File: src/rtl/stump_sequencer_if.sv
// Bundle between the Stump sequencer and its environment (memory, ALU flags, decoder).
// The master side drives memory/flag inputs; the slave side (the sequencer) drives state outputs.
interface stump_sequencer_if #(
    parameter int CNT_W = 16
);
    logic [15:0]      mem_rdata;
    logic             mem_ready;
    logic             cc_en;
    logic [3:0]       flags_in;
    logic [1:0]       state;
    logic [15:0]      ir;
    logic [3:0]       cc;
    logic             advance;
    logic [CNT_W-1:0] icount;
    logic             halted;

    modport master (
        output mem_rdata, mem_ready, cc_en, flags_in,
        input  state, ir, cc, advance, icount, halted
    );

    modport slave (
        input  mem_rdata, mem_ready, cc_en, flags_in,
        output state, ir, cc, advance, icount, halted
    );
endinterface

File: src/rtl/stump_sequencer.sv
// Stump control-path front end: FETCH -> EXECUTE [-> MEMORY] sequencing with IR, CC and icount.
// Defining STUMP_HALT_EN adds a HALT state entered by executing 16'hF1FF.
module stump_sequencer #(
    parameter int CNT_W = 16
) (
    input  logic             clk,
    input  logic             rst_n,
    stump_sequencer_if.slave bus
);
    typedef enum logic [1:0] {
        FETCH   = 2'b00,
        EXECUTE = 2'b01,
        MEMORY  = 2'b10
`ifdef STUMP_HALT_EN
        , HALT  = 2'b11
`endif
    } state_t;

    state_t           state_reg;
    logic [15:0]      ir_reg;
    logic [3:0]       cc_reg;
    logic [CNT_W-1:0] icount_reg;
    logic [CNT_W-1:0] icount_next;
    logic             is_mem_insn;
    logic             advance;

    assign icount_next = icount_reg + CNT_W'(1);
    assign is_mem_insn = (ir_reg[15:13] == 3'b110);

`ifdef STUMP_HALT_EN
    localparam logic [15:0] HALT_INSN = 16'hF1FF;
    logic halted_reg;
`endif

    always_ff @(posedge clk or negedge rst_n) begin
        if (!rst_n) begin
            state_reg  <= FETCH;
            ir_reg     <= 16'h0000;
            cc_reg     <= 4'b0000;
            icount_reg <= '0;
`ifdef STUMP_HALT_EN
            halted_reg <= 1'b0;
`endif
        end else begin
            case (state_reg)
                FETCH: begin
                    if (bus.mem_ready) begin
                        ir_reg    <= bus.mem_rdata;
                        state_reg <= EXECUTE;
                    end
                end
                EXECUTE: begin
                    if (bus.cc_en) begin
                        cc_reg <= bus.flags_in;
                    end
`ifdef STUMP_HALT_EN
                    if (ir_reg == HALT_INSN) begin
                        state_reg  <= HALT;
                        icount_reg <= icount_next;
                        halted_reg <= 1'b1;
                    end else
`endif
                    if (is_mem_insn) begin
                        state_reg <= MEMORY;
                    end else begin
                        state_reg  <= FETCH;
                        icount_reg <= icount_next;
                    end
                end
                MEMORY: begin
                    if (bus.mem_ready) begin
                        state_reg  <= FETCH;
                        icount_reg <= icount_next;
                    end
                end
`ifdef STUMP_HALT_EN
                HALT: begin
                    // Parked until reset; every register holds.
                    state_reg <= HALT;
                end
`endif
                default: begin
                    // Unreachable encoding: recover to FETCH without touching IR/CC/count.
                    state_reg <= FETCH;
                end
            endcase
        end
    end

    always_comb begin
        advance = 1'b0;
        case (state_reg)
            FETCH, MEMORY: advance = bus.mem_ready;
            EXECUTE:       advance = 1'b1;
            default:       advance = 1'b0;
        endcase
    end

    assign bus.state   = state_reg;
    assign bus.ir      = ir_reg;
    assign bus.cc      = cc_reg;
    assign bus.icount  = icount_reg;
    assign bus.advance = advance;
`ifdef STUMP_HALT_EN
    assign bus.halted  = halted_reg;
`else
    assign bus.halted  = 1'b0;
`endif
endmodule

File: src/flat_wrapper.sv
// flat-port wrapper written by rule: the top's interface ports become plain ports
module stump_sequencer_flat 
#(
    parameter int CNT_W = 16
)
  (clk, rst_n, bus_mem_rdata, bus_mem_ready, bus_cc_en, bus_flags_in, bus_state, bus_ir, bus_cc, bus_advance, bus_icount, bus_halted);
  stump_sequencer_if #(.CNT_W(CNT_W)) bus_i ();
  input  logic clk;
  input  logic rst_n;
  input wire logic [$bits(bus_i.mem_rdata)-1:0] bus_mem_rdata;
  input wire logic [$bits(bus_i.mem_ready)-1:0] bus_mem_ready;
  input wire logic [$bits(bus_i.cc_en)-1:0] bus_cc_en;
  input wire logic [$bits(bus_i.flags_in)-1:0] bus_flags_in;
  output wire logic [$bits(bus_i.state)-1:0] bus_state;
  output wire logic [$bits(bus_i.ir)-1:0] bus_ir;
  output wire logic [$bits(bus_i.cc)-1:0] bus_cc;
  output wire logic [$bits(bus_i.advance)-1:0] bus_advance;
  output wire logic [$bits(bus_i.icount)-1:0] bus_icount;
  output wire logic [$bits(bus_i.halted)-1:0] bus_halted;
  assign bus_i.mem_rdata = bus_mem_rdata;
  assign bus_i.mem_ready = bus_mem_ready;
  assign bus_i.cc_en = bus_cc_en;
  assign bus_i.flags_in = bus_flags_in;
  assign bus_state = bus_i.state;
  assign bus_ir = bus_i.ir;
  assign bus_cc = bus_i.cc;
  assign bus_advance = bus_i.advance;
  assign bus_icount = bus_i.icount;
  assign bus_halted = bus_i.halted;
  stump_sequencer #(.CNT_W(CNT_W)) u_core (.clk(clk), .rst_n(rst_n), .bus(bus_i));
endmodule
File: config.mk
export PLATFORM = sky130hd
export DESIGN_NAME = stump_sequencer_flat
export DESIGN_NICKNAME = d
export VERILOG_FILES = /design/src/rtl/stump_sequencer_if.sv /design/src/rtl/stump_sequencer.sv /design/src/flat_wrapper.sv
export SDC_FILE = /design/constraint.sdc
export NUM_CORES = 1
export LEC_CHECK = 0
export BUFFER_PORTS_ARGS = -buffer_cell sky130_fd_sc_hd__buf_2
export CAP_MARGIN = 20
export CORE_ASPECT_RATIO = 1.25
export CORE_MARGIN = 4
export CORE_UTILIZATION = 45
export CTS_CLUSTER_DIAMETER = 50
export DETAILED_ROUTE_END_ITERATION = 16
export GPL_TIMING_DRIVEN = 0
export PLACE_DENSITY = 0.77
export SLEW_MARGIN = 15
export SYNTH_ARGS = -nofsm -noshare
export SYNTH_HDL_FRONTEND = slang
export SYNTH_SLANG_ARGS = --single-unit
File: constraint.sdc
create_clock -name clk -period 1.95 [get_ports clk]
set_clock_uncertainty 0.05 [all_clocks]
set_input_delay 0.2925 -clock clk [delete_from_list [all_inputs] [get_ports clk]]
set_output_delay 0.2925 -clock clk [all_outputs]
set_load 0.03 [all_outputs]
-- Yosys cells after proc, flatten, opt, wreduce, memory -nomap -nowiden
Cells that the tools add are included.
- flip-flop bits (word level): 38
- bits in latches: 0
- RAM bits: 0
- bits in read-only memories: 0
- input port bits: 24
- output and inout bits: 40
- word-level logic and storage cells: 26
- memories kept: 0
- $add $sub $neg: 1
- multipliers: 0
- divide/modulo/power cells: 0
- $lt $le $gt $ge: 0
- eq/ne operators: 6
- shift operators: 0
- muxes and demuxes: 8
- bitwise operators: 0
- reduce and logical (&&, ||, !) cells: 7
- operators by type and width (kind ; count):
    $mux W16 ; 2
    $pmux W16 S2 ; 1
    $add A16 B1 Y16 const B ; 1
    $mux W2 ; 3
    $ne A2 B2 Y1 const B ; 3
    $pmux W2 S3 ; 1
    $reduce_and A2 Y1 ; 3
    $eq A3 B3 Y1 const B ; 1
    $reduce_and A3 Y1 ; 1
    $eq A2 B1 Y1 const B ; 1
    $eq A2 B2 Y1 const B ; 1
    $logic_not A2 Y1 ; 1
    $pmux W1 S2 ; 1
    $reduce_bool A2 Y1 ; 1
    $reduce_or A2 Y1 ; 1

-- Logic depth before layout (Yosys ltp)
- depth in word-level cells: 3
- mapped depth: 5
- mapped depth without buffers: 4

-- Worst setup path before layout
No wires, ideal clock.
- path kind: register to register
- start: reg u_core.state_reg[0] (netlist: u_core.bus.state[0])
- end: reg u_core.ir_reg[0] (netlist: u_core.bus.ir[0])
- setup time: 0.125 ns
- arrival: 1.522 ns
- required time: 1.775 ns
- path slack: 0.253 ns
- cell stages (with the launch flop): 5
- period minus slack after synthesis: 1.697 ns
- cell sequence: dfrtp_1 nand2b_1 nor2_2 buf_4 mux2_2
- word-level cells in the longest chain between the ends: 2
- RTL lines (element ; RTL line ; text):
    start: declaration ; stump_sequencer.sv:19 ; state_t state_reg;
    start signal: assignment ; stump_sequencer.sv:37 ; state_reg <= FETCH;
    start signal: assignment ; stump_sequencer.sv:49 ; state_reg <= EXECUTE;
    start signal: assignment ; stump_sequencer.sv:64 ; state_reg <= MEMORY;
    $logic_not A2 Y1 ; stump_sequencer.sv:45 ; case (state_reg)
    $reduce_and A2 Y1 (no line) ; -- ;
    end signal: assignment ; stump_sequencer.sv:48 ; ir_reg <= bus.mem_rdata;
    end: declaration ; stump_sequencer.sv:20 ; logic [15:0] ir_reg;
No other way between the ends.
A chain may end at the register's enable or synchronous reset.

-- Worst setup path after layout
- start: reg u_core.state_reg[0] (netlist: u_core.bus.state[0])
- end: reg u_core.ir_reg[6] (netlist: u_core.bus.ir[6])
Same word-level chain as after synthesis.

==> flow_summary.yaml <==
cells_and_area:
  drive_above_1_share_pct: 52.63
  nNetsFinal: 214
  final_cells: 229
  final_core_util_pct: 60.29
  diodes: 0
  num-fill-cells: 291
  syn_to_final_growth_pct: 28.16
  regArea_um2: 950.9
  multi_input_comb_area_um2: 675.6
floorplan:
  initial_core_util_pct: 47.04
  fp.coreArea_mm2: 0.003513
  die_area_mm2: 0.004713
  die_y_um: 75.76
  die_width_um: 62.21
  ioPinCount: 64
  rows: 24
drt:
  drc_errors: 0
  drtPass1Iterations: 4
  viasPerCell: 5.188
  drt_iter0_drc: 29
  drtAntennaViolNets: 0
  postRouteWirelength_mm: 3.424
  wl_per_cell_um: 14.95
  vias: 1188
clocking:
  root_buffer: "clkbuf_8"
  cts.sinks: 38
  ctsLongestPathBuffers: 2
  cts-resized-gates: 0
  clock_tree.htree_level_count: 2
  clk_latency_ps: 290
  numCtsBuffers: 5
  clk_transition_reported_paths_ps: 70
  cts_tree: "built"
  cts_hold_buffers: 0
  post_cts_buffers: 0
power_and_ir_drop:
  leakage_nw: 1.105
  ir_drop_v: 0.0009615
  powerDensity_mw_per_mm2: 1272
sta:
  setup_tns_ps: 0
  period_minus_slack_ps: 1705
  slew-limit-headroom_pct: 45.47
  worstMarginPinSlew_ps: 817.9
  drv_slew: 0
  timing.final.crit_share_pct: 87.44
  max_freq_mhz: 586.5
  final-setup-viol-count: 0
  rsz0062_at_grt: "no"
  final-hold-violation-count: 0
setup_path:
  crit_path_end_kind: "flop"
  crit_required_ps: 2070
  crit_path_start_kind: "flop"
  criticalPathCategory: "reg2reg"
  crit_path_max_fanout: 10
  worstPathArrival_ps: 1830
synth:
  ys_seq_area_share_pct: 57.53
  synth_top_area_share_pct: 57.53
  synthesis.nets: 145
  ys.flop_type: "dfrtp_1"
  yosys-top-cells-area: "dfrtp_1 58%, mux2_2 14%, xor2_1 5.3%"
  synth_edf_count: 0
  netlist_area_mm2: 0.001653
  synthDistinctLibCells: 28
  synth-warning-count: 0
  async_flop_share_pct: 100.0
  synth_cells: 120
  avgSynthCellArea_um2: 13.77
  synth_top_cell_by_area: "dfrtp_1"
  yosys_register_bits: 38
global_route:
  grt_use_total_pct: 15.19
  grt_max_degree: 39
  grt_pass1_vias: 1253
  grt_overflow: 0
  antenna_found_initial: 0
  grt_pass1_wl_mm: 5.533
run_status:
  status: "finished clean"
place:
  gp_congestion: 0.7728
  placed_cells: 221
  io_buffers: 62
  dp_hpwl_mm: 2.637
hold_path:
  min_path_type: "in2async"
job:
  maxCapViolations: 0
-- final timing paths --
kind	start	end	slack (ps)	depth (start not counted)
worst min register to register	u_core.bus.icount[15]	u_core.bus.icount[15]	430	1
worst max-delay path	u_core.bus.state[0]	u_core.bus.ir[6]	240	4
min in group clk	bus_mem_rdata[9]	u_core.bus.ir[9]	180	2
worst max register to register	u_core.bus.state[0]	u_core.bus.ir[6]	240	4
max in group asynchronous	rst_n	u_core.bus.cc[1]	1290	1
worst min-delay path	rst_n	u_core.bus.icount[6]	40	1
-- cell usage after synthesis, types with 2 or more instances --
cell type / instances
dfrtp_1: 38
mux2_2: 20
nand2_1: 11
xor2_1: 10
xnor2_1: 5
nand3_1: 4
nor3_1: 4
nand2b_1: 3
nand4_1: 3
and4_1: 2
buf_4: 2
nor4_2: 2
-- cells by family (layout without fill, tap and decap cells) --
kind of cell	Yosys count	in the layout	share of synthesized area, %
mux	20	20	13.63
fa+ha+maj	1	1	0.7569
simple gates	39	39	16.65
xor+xnor	15	15	7.948
other cells	1	1	0.2269
flops	38	38	57.53
buf+inv	3	73	1.589
compound gates	3	3	1.666
-- routing by layer --
metal	GRT usage, %	vias to the layer above	routed length [µm]
li1	-	555	-
met1	16.29	572	1261
met2	27.07	54	1777
met3	5.310	7	325
met4	7.229	0	59
met5	0	-	0
-- per-stage QoR --
| step | setup WS, ps | hold WS [ps] | area [µm²] | power (mW) |
|---|---|---|---|---|
| 6_report | 244.9 | 43.68 | 2118 | 2.695 |
| 5_1_grt | 144.2 | 103.6 | 2118 | 2.849 |
| 4_1_cts | 224.5 | 66.16 | 2118 | 2.731 |
| 3_5_place_dp | 249.4 | 384.2 | 2012 | 2.080 |
| 3_3_place_gp | 310.3 | 359.5 | 2012 | 2.041 |
| 2_1_floorplan | 253.0 | -53.09 | 1653 | 1.770 |
-- area by class of cell --
| cell class | instances | share of cell area [%] |
|---|---|---|
| well taps | 39 | 2.304 |
| multi-input cells | 79 | 31.90 |
| plain buffers | 3 | 1.240 |
| clock inverters | 1 | 1.418 |
| repair buffers | 62 | 14.65 |
| clock buffers | 7 | 3.603 |
| flip-flops and latches | 38 | 44.89 |
-- critical path, stage by stage, from the launching register on --
cell	delay, ps
dfrtp_1	420
nand2b_1	190
nor2_2	330
buf_4	260
mux2_2	350
-- where the power goes --
group          leakage [nW]  internal [mW]  switching (mW)
sequential            0.475          0.962           0.144
clock                0.0524          0.382           0.258
combinational         0.578          0.328           0.621
-- placed cells by master (no fill, tap or decap), types with 3 or more instances in the layout --
| cell type | count |
|---|---|
| buf_2 | 62 |
| dfrtp_1 | 38 |
| mux2_2 | 20 |
| nand2_1 | 11 |
| xor2_1 | 10 |
| xnor2_1 | 5 |
| clkbuf_8 | 5 |
| nor3_1 | 4 |
| nand3_1 | 4 |
| nand2b_1 | 3 |
| nand4_1 | 3 |
No activity file was read; power rests on OpenSTA's default activity.
